`src/rtl/arm_fetch_pkg.sv`:
```
// arm_fetch_pkg
//   Shared definitions for the instruction fetch stage: the fetch FSM state
//   type, instruction width, PC increment and the NOP word that is loaded
//   when a fetch times out.
//   Optional feature macro used by the fetch files: FETCH_TIMEOUT_EN.
package arm_fetch_pkg;

    typedef enum logic [1:0] {
        S_IDLE  = 2'd0,
        S_FETCH = 2'd1,
        S_HOLD  = 2'd2
    } fetch_state_t;

    localparam int unsigned INST_W  = 32;
    localparam int unsigned PC_STEP = 4;

    // MOV r0,r0
    localparam logic [INST_W-1:0] NOP_INST = 32'hE1A00000;

endpackage

```
`src/rtl/instruction_fetch_unit_timeout.sv`:
```
// fetch_timeout_counter
//   Counts consecutive enabled cycles and raises hit on the TIMEOUT-th one.
//   Only instantiated by instruction_fetch_unit when FETCH_TIMEOUT_EN is defined.
// Ports
//   clk     in  clock, rising edge
//   clear   in  synchronous clear (reset, branch, memory completion)
//   enable  in  count this cycle (fetch outstanding)
//   hit     out combinational: this enabled cycle is the TIMEOUT-th one
module fetch_timeout_counter #(
    parameter int unsigned TIMEOUT = 15
) (
    input  logic clk,
    input  logic clear,
    input  logic enable,
    output logic hit
);

    localparam int unsigned CNT_W = (TIMEOUT > 1) ? $clog2(TIMEOUT) : 1;

    logic [CNT_W-1:0] count;

    // count holds the number of enabled cycles already seen, so the
    // TIMEOUT-th cycle is the one where count equals TIMEOUT-1.
    assign hit = enable && (count == CNT_W'(TIMEOUT - 1));

    always_ff @(posedge clk) begin
        if (clear || hit) begin
            count <= '0;
        end else if (enable) begin
            count <= count + CNT_W'(1);
        end
    end

endmodule

```
`src/rtl/instruction_fetch_unit.sv`:
```
// instruction_fetch_unit
//   Fetch stage feeding the instruction encoder. Holds the PC, runs the
//   mem_rd/mem_moc read handshake, and latches the returned word into the
//   instruction register, held with ir_valid until ir_ack. pc_load redirects
//   the PC and flushes any in-flight fetch or unconsumed instruction.
//   Optional feature: FETCH_TIMEOUT_EN adds a fetch timeout that loads a NOP
//   and pulses fetch_err; without it fetch_err stays 0.
// Ports
//   clk       in   clock, rising edge
//   reset     in   synchronous active-high reset
//   mem_addr  out  read address (= pc)
//   mem_rd    out  read request, held until mem_moc
//   mem_moc   in   memory operation complete, mem_data valid
//   mem_data  in   instruction word from memory
//   ir_out    out  instruction register
//   ir_valid  out  ir_out holds an unconsumed instruction
//   ir_ack    in   control unit consumed ir_out
//   pc_load   in   branch: load pc_in (word aligned), flush
//   pc_in     in   branch target
//   pc_out    out  current PC
//   fetch_err out  one-cycle pulse on fetch timeout
module instruction_fetch_unit
    import arm_fetch_pkg::*;
#(
    parameter int unsigned        ADDR_W   = 32,
    parameter logic [ADDR_W-1:0]  RESET_PC = '0,
    parameter int unsigned        TIMEOUT  = 15
) (
    input  logic              clk,
    input  logic              reset,
    output logic [ADDR_W-1:0] mem_addr,
    output logic              mem_rd,
    input  logic              mem_moc,
    input  logic [INST_W-1:0] mem_data,
    output logic [INST_W-1:0] ir_out,
    output logic              ir_valid,
    input  logic              ir_ack,
    input  logic              pc_load,
    input  logic [ADDR_W-1:0] pc_in,
    output logic [ADDR_W-1:0] pc_out,
    output logic              fetch_err
);

    fetch_state_t      state, state_n;
    logic [ADDR_W-1:0] pc, pc_n;
    logic [INST_W-1:0] ir_n;
    logic              ir_valid_n;
    logic              mem_rd_n;
    logic              fetch_err_n;
    logic [ADDR_W-1:0] pc_inc;

    assign pc_inc   = pc + ADDR_W'(PC_STEP);
    assign mem_addr = pc;
    assign pc_out   = pc;

`ifdef FETCH_TIMEOUT_EN
    logic to_clear;
    logic to_hit;

    assign to_clear = reset || pc_load || ((state == S_FETCH) && mem_moc);

    fetch_timeout_counter #(
        .TIMEOUT (TIMEOUT)
    ) u_timeout (
        .clk    (clk),
        .clear  (to_clear),
        .enable (state == S_FETCH),
        .hit    (to_hit)
    );
`endif

    always_ff @(posedge clk) begin
        if (reset) begin
            state     <= S_IDLE;
            pc        <= RESET_PC;
            ir_out    <= '0;
            ir_valid  <= 1'b0;
            mem_rd    <= 1'b0;
            fetch_err <= 1'b0;
        end else begin
            state     <= state_n;
            pc        <= pc_n;
            ir_out    <= ir_n;
            ir_valid  <= ir_valid_n;
            mem_rd    <= mem_rd_n;
            fetch_err <= fetch_err_n;
        end
    end

    // mem_rd is the registered copy of "still waiting in S_FETCH", so it
    // rises one cycle after S_FETCH is entered and drops on the completion edge.
    always_comb begin
        state_n     = state;
        pc_n        = pc;
        ir_n        = ir_out;
        ir_valid_n  = ir_valid;
        mem_rd_n    = mem_rd;
        fetch_err_n = 1'b0;

        if (pc_load) begin
            state_n    = S_FETCH;
            pc_n       = {pc_in[ADDR_W-1:2], 2'b00};
            ir_valid_n = 1'b0;
            mem_rd_n   = 1'b0;
        end else begin
            unique case (state)
                S_IDLE: begin
                    state_n  = S_FETCH;
                    mem_rd_n = 1'b0;
                end
                S_FETCH: begin
                    if (mem_moc) begin
                        ir_n       = mem_data;
                        ir_valid_n = 1'b1;
                        pc_n       = pc_inc;
                        state_n    = S_HOLD;
                        mem_rd_n   = 1'b0;
                    end
`ifdef FETCH_TIMEOUT_EN
                    else if (to_hit) begin
                        ir_n        = NOP_INST;
                        ir_valid_n  = 1'b1;
                        pc_n        = pc_inc;
                        state_n     = S_HOLD;
                        mem_rd_n    = 1'b0;
                        fetch_err_n = 1'b1;
                    end
`endif
                    else begin
                        mem_rd_n = 1'b1;
                    end
                end
                S_HOLD: begin
                    mem_rd_n = 1'b0;
                    if (ir_ack) begin
                        ir_valid_n = 1'b0;
                        state_n    = S_FETCH;
                    end
                end
                default: begin
                    state_n  = S_IDLE;
                    mem_rd_n = 1'b0;
                end
            endcase
        end
    end

endmodule
```
`config.mk`:
```
export PLATFORM = sky130hd
export DESIGN_NAME = instruction_fetch_unit
export DESIGN_NICKNAME = d
export VERILOG_FILES = /design/src/rtl/arm_fetch_pkg.sv /design/src/rtl/instruction_fetch_unit_timeout.sv /design/src/rtl/instruction_fetch_unit.sv
export SDC_FILE = /design/constraint.sdc
export NUM_CORES = 1
export LEC_CHECK = 0
export CORE_MARGIN = 1
export CORE_UTILIZATION = 43
export DETAILED_ROUTE_END_ITERATION = 8
export PLACE_DENSITY = 0.95
export RECOVER_POWER = 50
export SYNTH_ARGS = -nofsm -noshare
export SYNTH_HDL_FRONTEND = slang
export SYNTH_SLANG_ARGS = --single-unit
```
`constraint.sdc`:
```
create_clock -name clk -period 2.8 [get_ports clk]
set_input_delay 0.56 -clock clk [delete_from_list [all_inputs] [get_ports clk]]
set_output_delay 0.56 -clock clk [all_outputs]
set_load 0.005 [all_outputs]
```
* After elaboration in Yosys (flattened, before gate mapping) *
Index checks and enable logic that the tools add are counted.

cells by class
  $add $sub $neg = 1
  multiply operators = 0
  divide/modulo/power cells = 0
  magnitude comparators = 0
  equality and inequality tests = 6
  shift operators = 0
  muxes and demuxes = 11
  bitwise gates (word level) = 2
  reductions and logical operators = 12

operators by type and width
  cell                     number
  $mux W32                 3
  $add A32 B3 Y32 const B  1
  $reduce_and A2 Y1        4
  $ne A3 B3 Y1 const B     2
  $pmux W2 S3              1
  $reduce_and A3 Y1        2
  $reduce_bool A2 Y1       3
  $mux W1                  4
  $mux W2                  2
  $ne A2 B2 Y1 const B     2
  $reduce_or A3 Y1         1
  $eq A2 B1 Y1 const B     1
  $eq A2 B2 Y1 const B     1
  $logic_not A2 Y1         1
  $not A1 Y1               2
  $pmux W1 S2              1
  $reduce_or A2 Y1         1

word-level totals
  flip-flop bits (word level) = 68
  bits in latches = 0
  memory bits (writable) = 0
  bits in read-only memories = 0
  bits of input ports = 69
  output and inout port bits = 99
  word-level logic and storage cells = 39
  memories = 0

* Longest topological paths before layout *
Gate-level depths: netlist (run 1).

  depth in word-level cells = 4
  depth in mapped cells = 6
  gate-level depth less buffers = 5

* Least setup slack after synthesis (run 1) *
No wires, ideal clock.

  path kind = in2reg
  start = input mem_moc
  end = register pc[24] (netlist: mem_addr[24])
  setup time = 0.112 ns
  data arrival time = 1.924 ns
  required time = 2.688 ns
  slack = 0.763 ns
  stages = 5
  path buffers = 1
  cells stage by stage = nand3b_1 > or4_1 > buf_2 > or3_1 > a2111oi_1

on the way
  longest elaborated chain between the ends = 2

RTL lines
  what                                 line                          source
  start: declaration                   instruction_fetch_unit.sv:33  input logic mem_moc,
  $reduce_bool A2 Y1 (no source line)  n/a
  $reduce_and A2 Y1 (no source line)   n/a
  end signal: assignment               instruction_fetch_unit.sv:82  pc <= pc_n;
  end: declaration                     instruction_fetch_unit.sv:45  logic [ADDR_W-1:0] pc, pc_n;

No other way between the ends.
A chain may end at the register's enable or synchronous reset.

* Worst setup path after layout (run 1) *
  start = input mem_moc
  end = register pc[25] (netlist: mem_addr[25])

The elaborated chain is that of the path after synthesis.

==> results of run 1 <==
## power by group through the flow
stage               Sequential (mW)  Combinational (mW)  Clock, mW
CTS                            1.05               0.406      0.736
detailed placement             1.07               0.404          0
global route                   1.06               0.421      0.776
floorplan                      1.06               0.172          0
global placement               1.07               0.392          0
finish                         1.05               0.390      0.715
## worst max path at each step
stage | cells after the start | endpoint
4_1_cts | 6 | mem_addr[25]
2_1_floorplan | 5 | mem_addr[24]
6_report | 6 | mem_addr[25]
3_5_place_dp | 6 | mem_addr[25]
3_3_place_gp | 5 | mem_addr[21]
5_1_grt | 6 | mem_addr[25]
## sequential cells by signal, summed over array words and instances (netlist names)
signal	count
ir_out	32
ir_valid	1
mem_addr	30
mem_rd	1
state	2
## critical path: cells and delay by family
kind	cells	cell delay [ns]
simple gates	2	0.69
buf+inv	2	0.81
compound gates	2	0.56
## cell usage in the layout (no fill, tap or decap), drive strengths merged, types with 3 or more instances in the layout
master and instances:
nor3 8, a2111oi 6, xor2 3, a221oi 4
clkdlybuf4s50 103, nor4 7, nor2 27, xnor2 6
dlygate4sd3 56, or3 8, nand4 9, o31ai 3
or4 9, clkinv 3, and3 4, inv 14
dfxtp 66, clkinvlp 3, nand3 12, a211oi 10
o31a 3, a21oi 39, o21ai 11, conb 5
nand2 82, buf 9, and4 8, clkbuf 13
a311oi 9
## cell families (layout without fill, tap and decap cells)
group | count (synthesis) | count (layout) | share of synthesized area, %
AND/OR/NAND/NOR | 184 | 184 | 27.6
AO/OA/AOI/OAI | 88 | 88 | 17.1
buffers and inverters | 74 | 201 | 12.4
flip-flops | 66 | 66 | 39.8
XOR/XNOR | 9 | 9 | 2.37
adder cells (fa/ha/maj) | 1 | 1 | 0.377
other | 1 | 5 | 0.113
multiplexers | 1 | 1 | 0.301
## per-stage QoR
stage / utilization [%] / power (mW) / std cells / area (um^2) / hold slack, ns
2_1_floorplan: - / 1.23 / 428 / 3340 / 0.453
3_3_place_gp: 65.0 / 1.46 / 638 / 4790 / 0.441
3_5_place_dp: 65.0 / 1.48 / 638 / 4790 / 0.446
4_1_cts: 67.4 / 2.19 / 654 / 4960 / 0.458
5_1_grt: 67.2 / 2.26 / 654 / 4950 / 0.472
6_report: 67.2 / 2.16 / 654 / 4950 / 0.451
## final cells by class
cell class,instances,area [um^2]
multi-input combinational,288,1610
clock inverter,7,53.8
sequential,66,1320
timing repair buffer,172,1670
tap,99,124
clock buffer,9,124
inverter,13,48.8
fill,599,2420
## metal layers
metal / routed length [um] / vias to the layer above / global-route usage (%)
met2: 4970 / 170 / 43.1
met1: 3660 / 1657 / 27.1
met4: 242 / 0 / 11.3
met3: 823 / 27 / 7.78
li1: - / 1716 / -
met5: 0 / - / 0
==> results.toml, run 1 <==
[global_route]
grt_pass1_wl_mm = 16.4
grt_pass1_vias = 3561
grt_max_degree = 33
track_usage_pct = 24.6
antenna_found_initial = 0
grt_overflow = 0

[synth]
synthTopCellsByArea = "dfxtp_1, nand2_1, buf_4"
synth.most_common_cell = "nand2_1"
syn_area_mm2 = 0.00332
synth_seq_area_share_pct = 39.8
synth_cell_types = 41
yosys-top-cells-count = "nand2_1, dfxtp_1, a21oi_1"
yosysWarnings = 0
ys_seq_elements = 66
async_flop_share_pct = 0
yosys.area.top_type = "dfxtp_1"
synthCells = 424
synth_top_area_share_pct = 39.8
synth_edf_count = 0
postSynth.topFlopCell = "dfxtp_1"
synth.avg_cell_area_um2 = 7.83

[power_and_ir_drop]
worst_ir_drop_vdd_v = 0.000371
seqPwrFrac_pct = 48.8
intPower_mw = 1.55
p_leak_nw = 1.86
combPwrFrac_pct = 18.1
sw_frac_of_total_pct = 27.9
pwr-share-clk_pct = 33.1
power_density_mw_per_mm2 = 436
switching_power_mw = 0.603

[place]
gp_routability_congestion = 0.855
hpwl_mm = 7.15
io_buffers = 160
pre_cts_slack_ns = 0.0953

[drt]
dr_total_vias = 3570
drt_first_pass_iters = 4
drt_iter0_drc = 278
routed_wl_mm = 9.70
avgRoutedWirePerCell_um = 14.8
via_per_inst = 5.46
drc = 0
ant_nets = 0

[floorplan]
num_rows = 31
fp.dieW_um = 89.9
core_area_mm2 = 0.00737
ios = 168
start_util_pct = 45.1
dieArea_mm2 = 0.00808
die_h_um = 89.9

[finish]
area_growth_pct = 49.1
antennaDiodeCount = 0
final_net_count = 620
drive_above_1_share_pct = 5.23

[clock_network]
root_buffer = "clkbuf_8"
cts_max_level = 3
cts_hold_buffers = 0
cts_sinks = 66
cts_setup_buffers = 0
clk_latency_ns = 0.34
clockBufferDepth = 2
cts_resized = 0
cts_tree = "built"
cts_buffers = 9
cts.clk_slew.worst_paths_ns = 0.08

[critical_path]
cp-start-kind = "input port"
cp_max_fo = 13
startpoint = "mem_moc"
r2r_start = "mem_addr[10]"
required_ns = 2.99
cpMaxStageDelayCell = "dlygate4sd3_1"
worstPathArrival_ns = 2.62
slowest_delay_ns = 0.58
timing.rr.end = "mem_addr[31]"
r2r_cells = 4
path_cells = "dlygate4sd3_1 -> nand3b_1 -> buf_4 -> nor3_1 -> a211oi_1 -> a2111oi_0"
reg2reg_slack_ns = 0.65
critPathKind = "input port to register"
cp-end-kind = "register"

[sta]
worst_slew_pin_slew_ns = 0.817
period_needed_ns = 2.43
drv_slew = 0
rsz0062_at_grt = "false"
relSlewSlack_pct = 45.5
finalCritPeriodShare_pct = 86.9
layout_setup_ws_ns = 0.366
setup_tns_ns = 0
setup_viol = 0
finalHoldViolCount = 0
clock-skew-final_ns = 0.0106
max_freq_ghz = 0.411

[status]
status = "completed"

[hold_path]
min_path_type = "register to register"
whs_endpoint = "ir_out[3]"
hold_depth = 2
min-delay-start = "ir_out[3]"

[run]
cap_violations = 0
Note: power is estimated with default switching activity, not from simulation.
==> run 2: changes to the inputs <==
CELL_PAD_IN_SITES_DETAIL_PLACEMENT = 1   (was unset)
CELL_PAD_IN_SITES_GLOBAL_PLACEMENT = 1   (was unset)
CORE_UTILIZATION = 30   (was 43)
TNS_END_PERCENT = 30   (was unset)
==> results.toml, run 2 (synthesis gave the netlist of run 1 again) <==
[critical_path]
cpMaxStageDelayCell = "clkbuf_1"
cp-end-kind = "register"
r2r_start = "mem_addr[10]"
worstPathArrival_ns = 2.73
slowest_delay_ns = 1.14
path_cells = "clkbuf_1 -> clkbuf_2 -> nor2_1 -> a21oi_1 -> nand3_1"
cp_max_fo = 35
startpoint = "reset"
critPathKind = "input port to register"
required_ns = 3.03
cp-start-kind = "input port"

[finish]
utilization_pct = 46.4
drive_above_1_share_pct = 5.40
top_register = "ir_out"
area_growth_pct = 50.9
layout_commonest_cell = "clkdlybuf4s50_1"
multiInputGateArea_mm2 = 0.00160
fillCellCount = 1317
most-common-layout-cells = "clkdlybuf4s50_1, nand2_1, dfxtp_1, dlygate4sd3_1, a21oi_1"
final_net_count = 621
antennaDiodeCount = 0
regArea_mm2 = 0.00132
largest_reg_flops = 32

[sta]
finalCritPeriodShare_pct = 89.2
relSlewSlack_pct = -7.79
drv_slew = 36
rsz0062_at_grt = "false"
period_needed_ns = 2.50
clock-skew-final_ns = 0.0147
finalHoldViolCount = 0
setup_viol = 0
setup_tns_ns = 0
max_freq_ghz = 0.400
worst_slew_pin_slew_ns = 1.62

[drt]
drc = 0
drt_iter0_drc = 120
ant_nets = 0
drt_first_pass_iters = 6
dr_total_vias = 3573
via_per_inst = 5.13
routed_wl_mm = 11.5
avgRoutedWirePerCell_um = 16.5

[power_and_ir_drop]
worst_ir_drop_vdd_v = 0.000270
power_density_mw_per_mm2 = 436
p_leak_nw = 1.87

[clock_network]
cts_sinks = 66
cts_setup_buffers = 0
cts.clk_slew.worst_paths_ns = 0.08
cts_max_level = 3
cts_hold_buffers = 0
root_buffer = "clkbuf_8"
clk_latency_ns = 0.35
cts_tree = "built"
cts_buffers = 9
cts_resized = 0
clockBufferDepth = 2

[global_route]
grt_pass1_wl_mm = 18.1
met3_usage_pct = 6.99
track_usage_pct = 20.1
grt_pass1_vias = 3703
grt_use_met2_pct = 36.6
top_usage_layer = "met2"
antenna_found_initial = 1
grt_max_degree = 36
use_met1_pct = 21.3
grt_overflow = 0

[floorplan]
dieArea_mm2 = 0.0115
start_util_pct = 30.8
fp.dieW_um = 107
num_rows = 38
ios = 168
die_h_um = 107
core_area_mm2 = 0.0108

[place]
io_buffers = 160
hpwl_mm = 8.68
gp_routability_congestion = 0.801

[status]
status = "complete, but fails checks"
violations = "max-capacitance violations, max-slew violations"

[hold_path]
min-delay-start = "ir_out[16]"
min_path_type = "register to register"

[run]
cap_violations = 1
[run 2: cell count changes in the layout (fill, tap and decap cells not counted)]
cell,previous run,this run
clkinv_4,2,1
nor2_1,26,27
buf_2,1,0
inv_8,0,1
clkinvlp_4,3,4
clkbuf_1,3,2
clkdlybuf4s50_1,103,102
dlygate4sd3_1,56,57
buf_4,8,10
clkbuf_2,1,2
inv_6,1,0
nor2_2,1,0
[run 2: metal layers]
| metal | up-vias | wire length, um |
|---|---|---|
| met4 | 2 | 173 |
| li1 | 1721 | - |
| met2 | 125 | 6060 |
| met3 | 19 | 842 |
| met1 | 1706 | 4420 |
| met5 | - | 10 |
[run 2: area by class of cell]
class                   instances  area share [%]
clock buffers                   9            2.47
clock inverters                 7            1.10
inverters                      13           0.974
multi-input cells             288            32.0
flip-flops and latches         66            26.4
well taps                     140            3.49
repair buffers                173            33.6
[run 2: worst max-delay path: cells and delay by family]
family | cells | cell delay (ns)
AO/OA/AOI/OAI | 1 | 0.17
AND/OR/NAND/NOR | 2 | 0.22
buffers and inverters | 2 | 1.75
[run 2: report_power, final]
part	total (mW)	leakage [nW]	internal, mW	switching [mW]
Sequential	1.05	0.542	0.986	0.0675
Combinational	0.397	1.25	0.245	0.152
Clock	0.736	0.0794	0.326	0.410
Total	2.19	1.87	1.56	0.630
[run 2: final timing paths]
check	depth (start not counted)	endpoint	slack, ns
max	5	mem_addr[29]	0.30
min	2	ir_out[16]	0.45
max reg2reg	4	mem_addr[24]	0.60
min reg2reg	2	ir_out[16]	0.45
[run 2: per-stage QoR]
step	power (mW)	worst slack, ns	instance area [um^2]	instances	hold slack, ns
floorplan	1.23	0.763	3340	428	0.453
global placement	1.47	0.260	4850	680	0.441
detailed placement	1.49	0.0362	4850	680	0.450
CTS	2.23	0.395	5020	696	0.461
global route	2.29	0.160	5010	696	0.469
finish	2.19	0.302	5010	696	0.454
==> run 3: changes to the inputs <==
CAP_MARGIN = 5   (was unset)
==> results of run 3 <==
Same layout as run 2: the final DEF is identical, and so are final timing and power.
